===== config.mk =====
export PLATFORM = sky130hd
export DESIGN_NAME = mem_port_arbiter
export DESIGN_NICKNAME = d
export VERILOG_FILES = /design/src/rtl/risc_pkg.sv /design/src/rtl/arb_grant_select.sv /design/src/rtl/mem_port_arbiter.sv
export SDC_FILE = /design/constraint.sdc
export NUM_CORES = 1
export LEC_CHECK = 0
export ABC_CLOCK_PERIOD_IN_PS = 2200
export CAP_MARGIN = 5
export CORE_UTILIZATION = 42
export DETAILED_ROUTE_END_ITERATION = 16
export PLACE_DENSITY = 0.85
export SLEW_MARGIN = 20
export SYNTH_ARGS = -nofsm -noshare
export SYNTH_HDL_FRONTEND = slang
export SYNTH_SLANG_ARGS = --single-unit

===== constraint.sdc =====
create_clock -name clk -period 2.2 [get_ports clk]
set_input_delay 0.44 -clock clk [delete_from_list [all_inputs] [get_ports clk]]
set_output_delay 0.44 -clock clk [all_outputs]
set_load 0.05 [all_outputs]

===== src/rtl/risc_pkg.sv =====
// Shared core types: memory access size plus the state and owner encodings
// used by the unified-memory port arbiter.
package risc_pkg;

  typedef enum logic [1:0] {
    MEM_BYTE = 2'd0,
    MEM_HALF = 2'd1,
    MEM_WORD = 2'd2
  } mem_size_t;

  typedef enum logic [1:0] {
    ARB_IDLE,
    ARB_ISSUE,
    ARB_WAIT
  } arb_state_t;

  typedef enum logic [1:0] {
    OWN_NONE,
    OWN_I,
    OWN_D
  } arb_owner_t;

  localparam int STREAK_W = 4;
  typedef logic [STREAK_W-1:0] streak_t;

  // Increment that stops at the forcing limit; the counter never needs to exceed it.
  function automatic streak_t streak_inc(input streak_t s, input streak_t limit);
    return (s >= limit) ? limit : s + streak_t'(1);
  endfunction

endpackage


===== src/rtl/arb_grant_select.sv =====
// Combinational winner pick for the memory port: D has priority unless it has
// already won MAX_D_STREAK times in a row while fetch was waiting.
module arb_grant_select
  import risc_pkg::*;
#(
  parameter int MAX_D_STREAK = 4
) (
  input  logic       i_valid,
  input  logic       d_valid,
  input  streak_t    streak,
  output arb_owner_t owner
);

  always_comb begin
    // NOTE: default assignment first so no path through the block leaves owner unassigned (no latch).
    owner = OWN_NONE;
    if (i_valid && d_valid) begin
      owner = (streak == streak_t'(MAX_D_STREAK)) ? OWN_I : OWN_D;
    end else if (i_valid) begin
      owner = OWN_I;
    end else if (d_valid) begin
      owner = OWN_D;
    end
  end

endmodule


===== src/rtl/mem_port_arbiter.sv =====
// Shares one single-port memory between fetch (I) and load/store (D): one
// transaction outstanding, response routed back to the owning requester.
module mem_port_arbiter
  import risc_pkg::*;
#(
  parameter int ADDR_W       = 32,
  parameter int DATA_W       = 32,
  parameter int MAX_D_STREAK = 4
) (
  input  logic              clk,
  input  logic              reset,
  input  logic              i_req_valid,
  output logic              i_req_ready,
  input  logic [ADDR_W-1:0] i_addr,
  output logic              i_rsp_valid,
  output logic [DATA_W-1:0] i_rsp_data,
  input  logic              d_req_valid,
  output logic              d_req_ready,
  input  logic              d_wr_en,
  input  mem_size_t         d_size,
  input  logic              d_zero_extend,
  input  logic [ADDR_W-1:0] d_addr,
  input  logic [DATA_W-1:0] d_wr_data,
  output logic              d_rsp_valid,
  output logic [DATA_W-1:0] d_rsp_data,
  output logic              m_req_valid,
  input  logic              m_req_ready,
  output logic              m_wr_en,
  output mem_size_t         m_size,
  output logic              m_zero_extend,
  output logic [ADDR_W-1:0] m_addr,
  output logic [DATA_W-1:0] m_wr_data,
  input  logic              m_rsp_valid,
  input  logic [DATA_W-1:0] m_rsp_data
);

  arb_state_t        state_q, state_d;
  arb_owner_t        owner_q, owner_d;
  streak_t           streak_q, streak_d;
  logic              i_req_ready_q, i_req_ready_d;
  logic              d_req_ready_q, d_req_ready_d;
  logic              i_rsp_valid_q, i_rsp_valid_d;
  logic              d_rsp_valid_q, d_rsp_valid_d;
  logic [DATA_W-1:0] i_rsp_data_q, i_rsp_data_d;
  logic [DATA_W-1:0] d_rsp_data_q, d_rsp_data_d;
  logic              m_req_valid_q, m_req_valid_d;
  logic              m_wr_en_q, m_wr_en_d;
  mem_size_t         m_size_q, m_size_d;
  logic              m_zero_extend_q, m_zero_extend_d;
  logic [ADDR_W-1:0] m_addr_q, m_addr_d;
  logic [DATA_W-1:0] m_wr_data_q, m_wr_data_d;
  arb_owner_t        pick;

  arb_grant_select #(.MAX_D_STREAK(MAX_D_STREAK)) u_grant_select (
    .i_valid (i_req_valid),
    .d_valid (d_req_valid),
    .streak  (streak_q),
    .owner   (pick)
  );

  always_comb begin
    state_d         = state_q;
    owner_d         = owner_q;
    streak_d        = streak_q;
    i_req_ready_d   = 1'b0;
    d_req_ready_d   = 1'b0;
    i_rsp_valid_d   = 1'b0;
    d_rsp_valid_d   = 1'b0;
    i_rsp_data_d    = i_rsp_data_q;
    d_rsp_data_d    = d_rsp_data_q;
    m_req_valid_d   = m_req_valid_q;
    m_wr_en_d       = m_wr_en_q;
    m_size_d        = m_size_q;
    m_zero_extend_d = m_zero_extend_q;
    m_addr_d        = m_addr_q;
    m_wr_data_d     = m_wr_data_q;

    unique case (state_q)
      ARB_IDLE: begin
        if (owner_q == OWN_NONE) begin
          // Arbitrate; the ready pulse and latched fields appear next cycle.
          if (pick == OWN_I) begin
            owner_d         = OWN_I;
            i_req_ready_d   = 1'b1;
            m_wr_en_d       = 1'b0;
            m_size_d        = MEM_WORD;
            m_zero_extend_d = 1'b0;
            m_addr_d        = i_addr;
            m_wr_data_d     = '0;
            streak_d        = '0;
          end else if (pick == OWN_D) begin
            owner_d         = OWN_D;
            d_req_ready_d   = 1'b1;
            m_wr_en_d       = d_wr_en;
            m_size_d        = d_size;
            m_zero_extend_d = d_zero_extend;
            m_addr_d        = d_addr;
            m_wr_data_d     = d_wr_data;
            streak_d        = i_req_valid ? streak_inc(streak_q, streak_t'(MAX_D_STREAK)) : '0;
          end
        end else begin
          state_d       = ARB_ISSUE;
          m_req_valid_d = 1'b1;
        end
      end
      ARB_ISSUE: begin
        if (m_req_ready) begin
          state_d       = ARB_WAIT;
          m_req_valid_d = 1'b0;
        end
      end
      ARB_WAIT: begin
        if (m_rsp_valid) begin
          if (owner_q == OWN_I) begin
            i_rsp_valid_d = 1'b1;
            i_rsp_data_d  = m_rsp_data;
          end else if (owner_q == OWN_D) begin
            d_rsp_valid_d = 1'b1;
            d_rsp_data_d  = m_rsp_data;
          end
          owner_d = OWN_NONE;
          state_d = ARB_IDLE;
        end
      end
      default: begin
        state_d = ARB_IDLE;
        owner_d = OWN_NONE;
      end
    endcase
  end

  always_ff @(posedge clk) begin
    // NOTE: synchronous reset -- reset is just another input sampled at the clock edge.
    if (reset) begin
      state_q         <= ARB_IDLE;
      owner_q         <= OWN_NONE;
      streak_q        <= '0;
      i_req_ready_q   <= 1'b0;
      d_req_ready_q   <= 1'b0;
      i_rsp_valid_q   <= 1'b0;
      d_rsp_valid_q   <= 1'b0;
      i_rsp_data_q    <= '0;
      d_rsp_data_q    <= '0;
      m_req_valid_q   <= 1'b0;
      m_wr_en_q       <= 1'b0;
      m_size_q        <= MEM_BYTE;
      m_zero_extend_q <= 1'b0;
      m_addr_q        <= '0;
      m_wr_data_q     <= '0;
    end else begin
      // NOTE: non-blocking assignments so every flop loads the pre-edge value of its inputs.
      state_q         <= state_d;
      owner_q         <= owner_d;
      streak_q        <= streak_d;
      i_req_ready_q   <= i_req_ready_d;
      d_req_ready_q   <= d_req_ready_d;
      i_rsp_valid_q   <= i_rsp_valid_d;
      d_rsp_valid_q   <= d_rsp_valid_d;
      i_rsp_data_q    <= i_rsp_data_d;
      d_rsp_data_q    <= d_rsp_data_d;
      m_req_valid_q   <= m_req_valid_d;
      m_wr_en_q       <= m_wr_en_d;
      m_size_q        <= m_size_d;
      m_zero_extend_q <= m_zero_extend_d;
      m_addr_q        <= m_addr_d;
      m_wr_data_q     <= m_wr_data_d;
    end
  end

  assign i_req_ready   = i_req_ready_q;
  assign d_req_ready   = d_req_ready_q;
  assign i_rsp_valid   = i_rsp_valid_q;
  assign d_rsp_valid   = d_rsp_valid_q;
  assign i_rsp_data    = i_rsp_data_q;
  assign d_rsp_data    = d_rsp_data_q;
  assign m_req_valid   = m_req_valid_q;
  assign m_wr_en       = m_wr_en_q;
  assign m_size        = m_size_q;
  assign m_zero_extend = m_zero_extend_q;
  assign m_addr        = m_addr_q;
  assign m_wr_data     = m_wr_data_q;

endmodule


==> results.json, run 1 <==
{
  "outcome": "finished clean",
  "gr-usage-met3_pct": 7.85,
  "ys_seq_elements": 145,
  "grt_pass1_wl_mm": 31.5,
  "finalWorstSetupSlack_ns": 0.134,
  "clock_path_buffers": 2,
  "busiest_layer": "met2",
  "synth_ff_type": "dfxtp_1",
  "ant_nets": 0,
  "setup_viol": 0,
  "finalInstanceArea_sq_um": 9540,
  "grt_max_degree": 73,
  "synth-compound-area-share_pct": 28.7,
  "drc": 0,
  "multi_input_area_sq_um": 2680,
  "antenna_cells": 0,
  "hp-class": "in2reg",
  "first_global_vias": 6195,
  "cp_slowest_cell": "clkdlybuf4s50_1",
  "nFillCells": 1111,
  "yosysUniqueCellTypes": 39,
  "cts-buffers-inserted": 17,
  "drv_cap": 0,
  "rrSetupSlack_ns": 0.41,
  "min_period_over_period_pct": 93.9,
  "max_freq_ghz": 0.484,
  "path_buf_inv": 1,
  "start_util_pct": 43.0,
  "cp_max_fo": 2,
  "synth_top_cell_area_share_pct": 48.7,
  "clock-sinks": 145,
  "path_cells": "clkdlybuf4s50_1",
  "yosysWarnings": 0,
  "start_kind": "flip-flop",
  "synth_adder_area_share_pct": 0.420,
  "max_stage_delay_ns": 0.87,
  "io_pins": 275,
  "async_flop_share_pct": 0,
  "layout.nets": 1087,
  "drt-wirelength-per-cell_microns": 17.7,
  "areaGrowthSynthToFinish_pct": 59.9,
  "finClkSkew_ns": 0.00732,
  "reg2reg_from": "state_q[0]$_SDFFE_PP0P_",
  "crit_path_end_kind": "output pin",
  "gp_congestion": 0.777,
  "firstDrtPassIters": 5,
  "coreArea_sq_um": 13900,
  "crit_type": "reg2out",
  "vias": 6568,
  "rsz0062_at_grt": "false",
  "synth_nets": 857,
  "grt-ovfl-total": 0,
  "post-cts-setup-buffers": 0,
  "place_ws_ns": -0.0730,
  "period_minus_slack_ns": 2.07,
  "synth_top_family_by_area": "compound AO/OA/AOI/OAI gates",
  "worstSkewPairLatency_ns": 0.41,
  "synth_area_sq_um": 5960,
  "p_leak_nw": 3.23,
  "htree_levels": 4,
  "cp_top_family": "buffers and inverters",
  "postSynthCellCount": 717,
  "synth_edf_count": 0,
  "root_buffer": "clkbuf_16",
  "synth_xor_area_share_pct": 0,
  "synthMuxAreaShare_pct": 0,
  "grt_use_total_pct": 27.1,
  "die_w_microns": 121,
  "crit_start": "m_size[1]$_SDFFE_PP0P_",
  "yosys.area.top_type": "dfxtp_1",
  "placed_area_sq_um": 8910,
  "r2r_end": "m_wr_en$_SDFFE_PP0P_",
  "hold_buffers": 0,
  "numPortBuffers": 274,
  "cts_tree": "yes",
  "crit_required_ns": 1.76,
  "power.density_nw_per_um2": 1070,
  "yosys-top-cells-area": "dfxtp_1 (49%), a21oi_1 (11%), o21ai_0 (11%), nand3_1 (8.2%), a311oi_1 (4.7%)",
  "antenna_found_initial": 0,
  "reg2regPathDepth": 4,
  "wirelength_mm": 20.1,
  "use_met1_pct": 32.5,
  "yosysSeqAreaShare_pct": 48.7,
  "synthSimpleGateAreaFrac_pct": 15.6,
  "rows": 43,
  "ir_drop_uv": 756,
  "avgSynthCellArea_sq_um": 8.32,
  "path_clk_slew_ns": 0.06,
  "tightest_slew_ns": 0.713,
  "hold_path_startpoint": "reset",
  "met2_usage_pct": 45.8,
  "hpwl_mm": 12.9,
  "worstHoldPathCells": 2,
  "drt-initial-drc-count": 647,
  "cp.arrival_ns": 1.63,
  "dieArea_sq_um": 14700,
  "die_h_microns": 121,
  "layout-drive-gt1-share_pct": 7.09,
  "timing.slew.headroom_pct": 52.5,
  "viasPerCell": 5.77,
  "post_cts_resized": 0,
  "maxSlewViolCount": 0,
  "hold_viol": 0,
  "regArea_sq_um": 2900,
  "min_to": "m_wr_data[30]$_SDFFE_PP0P_"
}
## stage by stage
step | total power, mW | cells | utilization (%) | hold WS, ns | setup TNS (ns)
2_1_floorplan | 5.79 | 717 | - | 0.480 | 0
3_3_place_gp | 7.15 | 1108 | 64.2 | 0.457 | 0
3_5_place_dp | 7.18 | 1108 | 64.2 | 0.466 | -0.150
4_1_cts | 10.2 | 1139 | 68.7 | 0.418 | 0
5_1_grt | 10.6 | 1139 | 68.7 | 0.439 | 0
6_report | 10.2 | 1139 | 68.7 | 0.440 | 0
## synthesized netlist by cell type (3+ instances only)
master / count
a21oi_1: 134
nand4_1: 36
dfxtp_1: 145
buf_4: 3
nor2_1: 4
nand3_1: 98
o21ai_0: 132
nand2_1: 5
buf_2: 17
clkbuf_1: 69
inv_1: 6
nor3_1: 3
a311oi_1: 32
## cells in the final DEF (no fill, tap or decap), drive strengths merged, types with 3 or more instances in the layout
master         netlist  final
bufinv               0      4
clkinv               0      3
buf                 22     29
o21ai              133    133
clkbuf              69     21
clkdlybuf4s50        0    273
nand4               36     36
nand3               98     98
nor3                 3      3
dfxtp              145    145
a21oi              134    134
nand2                5      5
inv                  6      6
nor2                 5      5
a311oi              32     32
clkinvlp             0      3
## logic make-up (layout without fill, tap and decap cells)
group                    count (synthesis)  count (layout)
AO/OA/AOI/OAI                          310             310
AND/OR/NAND/NOR                        163             163
flip-flops                             145             145
buffers and inverters                   97             339
adder cells (fa/ha/maj)                  2               2
## power by group
part / internal, mW / switching (mW)
sequential: 3.00 / 0.224
combinational: 1.35 / 2.58
clock: 1.98 / 1.07
total: 6.33 / 3.88
## registers in the layout, summed over array words and instances (netlist names), 2 cells and up
register / cells
d_rsp_data: 32
owner_q: 2
m_size: 2
i_rsp_data: 32
streak_q: 4
state_q: 2
m_addr: 32
m_wr_data: 32
## cell type report
class | count | area share (%)
inverters | 6 | 0.236
flip-flops and latches | 145 | 30.5
clock buffers | 21 | 4.93
clock inverters | 10 | 1.65
repair buffers | 302 | 32.2
multi-input cells | 475 | 28.1
well taps | 180 | 2.36
## routing by layer
| layer | vias to the layer above | routed length [microns] | share of wire [%] |
|---|---|---|---|
| met4 | 0 | 450 | 2.2 |
| met5 | - | 0 | 0 |
| li1 | 3124 | - | - |
| met1 | 3091 | 8000 | 40 |
| met2 | 318 | 9810 | 49 |
| met3 | 35 | 1880 | 9.3 |
## worst max-delay path by stage
stage,to,slack [ns],cells after the start
after floorplan,m_wr_data[22]$_SDFFE_PP0P_,0.56,6
after global routing,m_size[1],0.07,1
after global placement,streak_q[2]$_SDFFE_PP0P_,0.03,4
final,m_size[1],0.13,1
after CTS,m_size[1],0.11,1
after detailed placement,m_addr[16]$_SDFFE_PP0P_,-0.07,4
(Power assumes the default switching activity.)
==> run 2: changes to the inputs <==
--- a/config.mk
+++ b/config.mk
@@ -10,6 +10,7 @@
 export CORE_UTILIZATION = 42
 export DETAILED_ROUTE_END_ITERATION = 16
 export PLACE_DENSITY = 0.85
+export SKIP_LAST_GASP = 1
 export SLEW_MARGIN = 20
 export SYNTH_ARGS = -nofsm -noshare
 export SYNTH_HDL_FRONTEND = slang
==> results of run 2 <==
Final layout, timing and power as in run 1 (identical DEF).
==> run 3: changes to the inputs <==
--- a/config.mk
+++ b/config.mk
@@ -15,3 +15,4 @@
 export SYNTH_ARGS = -nofsm -noshare
 export SYNTH_HDL_FRONTEND = slang
 export SYNTH_SLANG_ARGS = --single-unit
+export TNS_END_PERCENT = 1
==> results of run 3 <==
Final layout, timing and power as in run 1 (identical DEF).
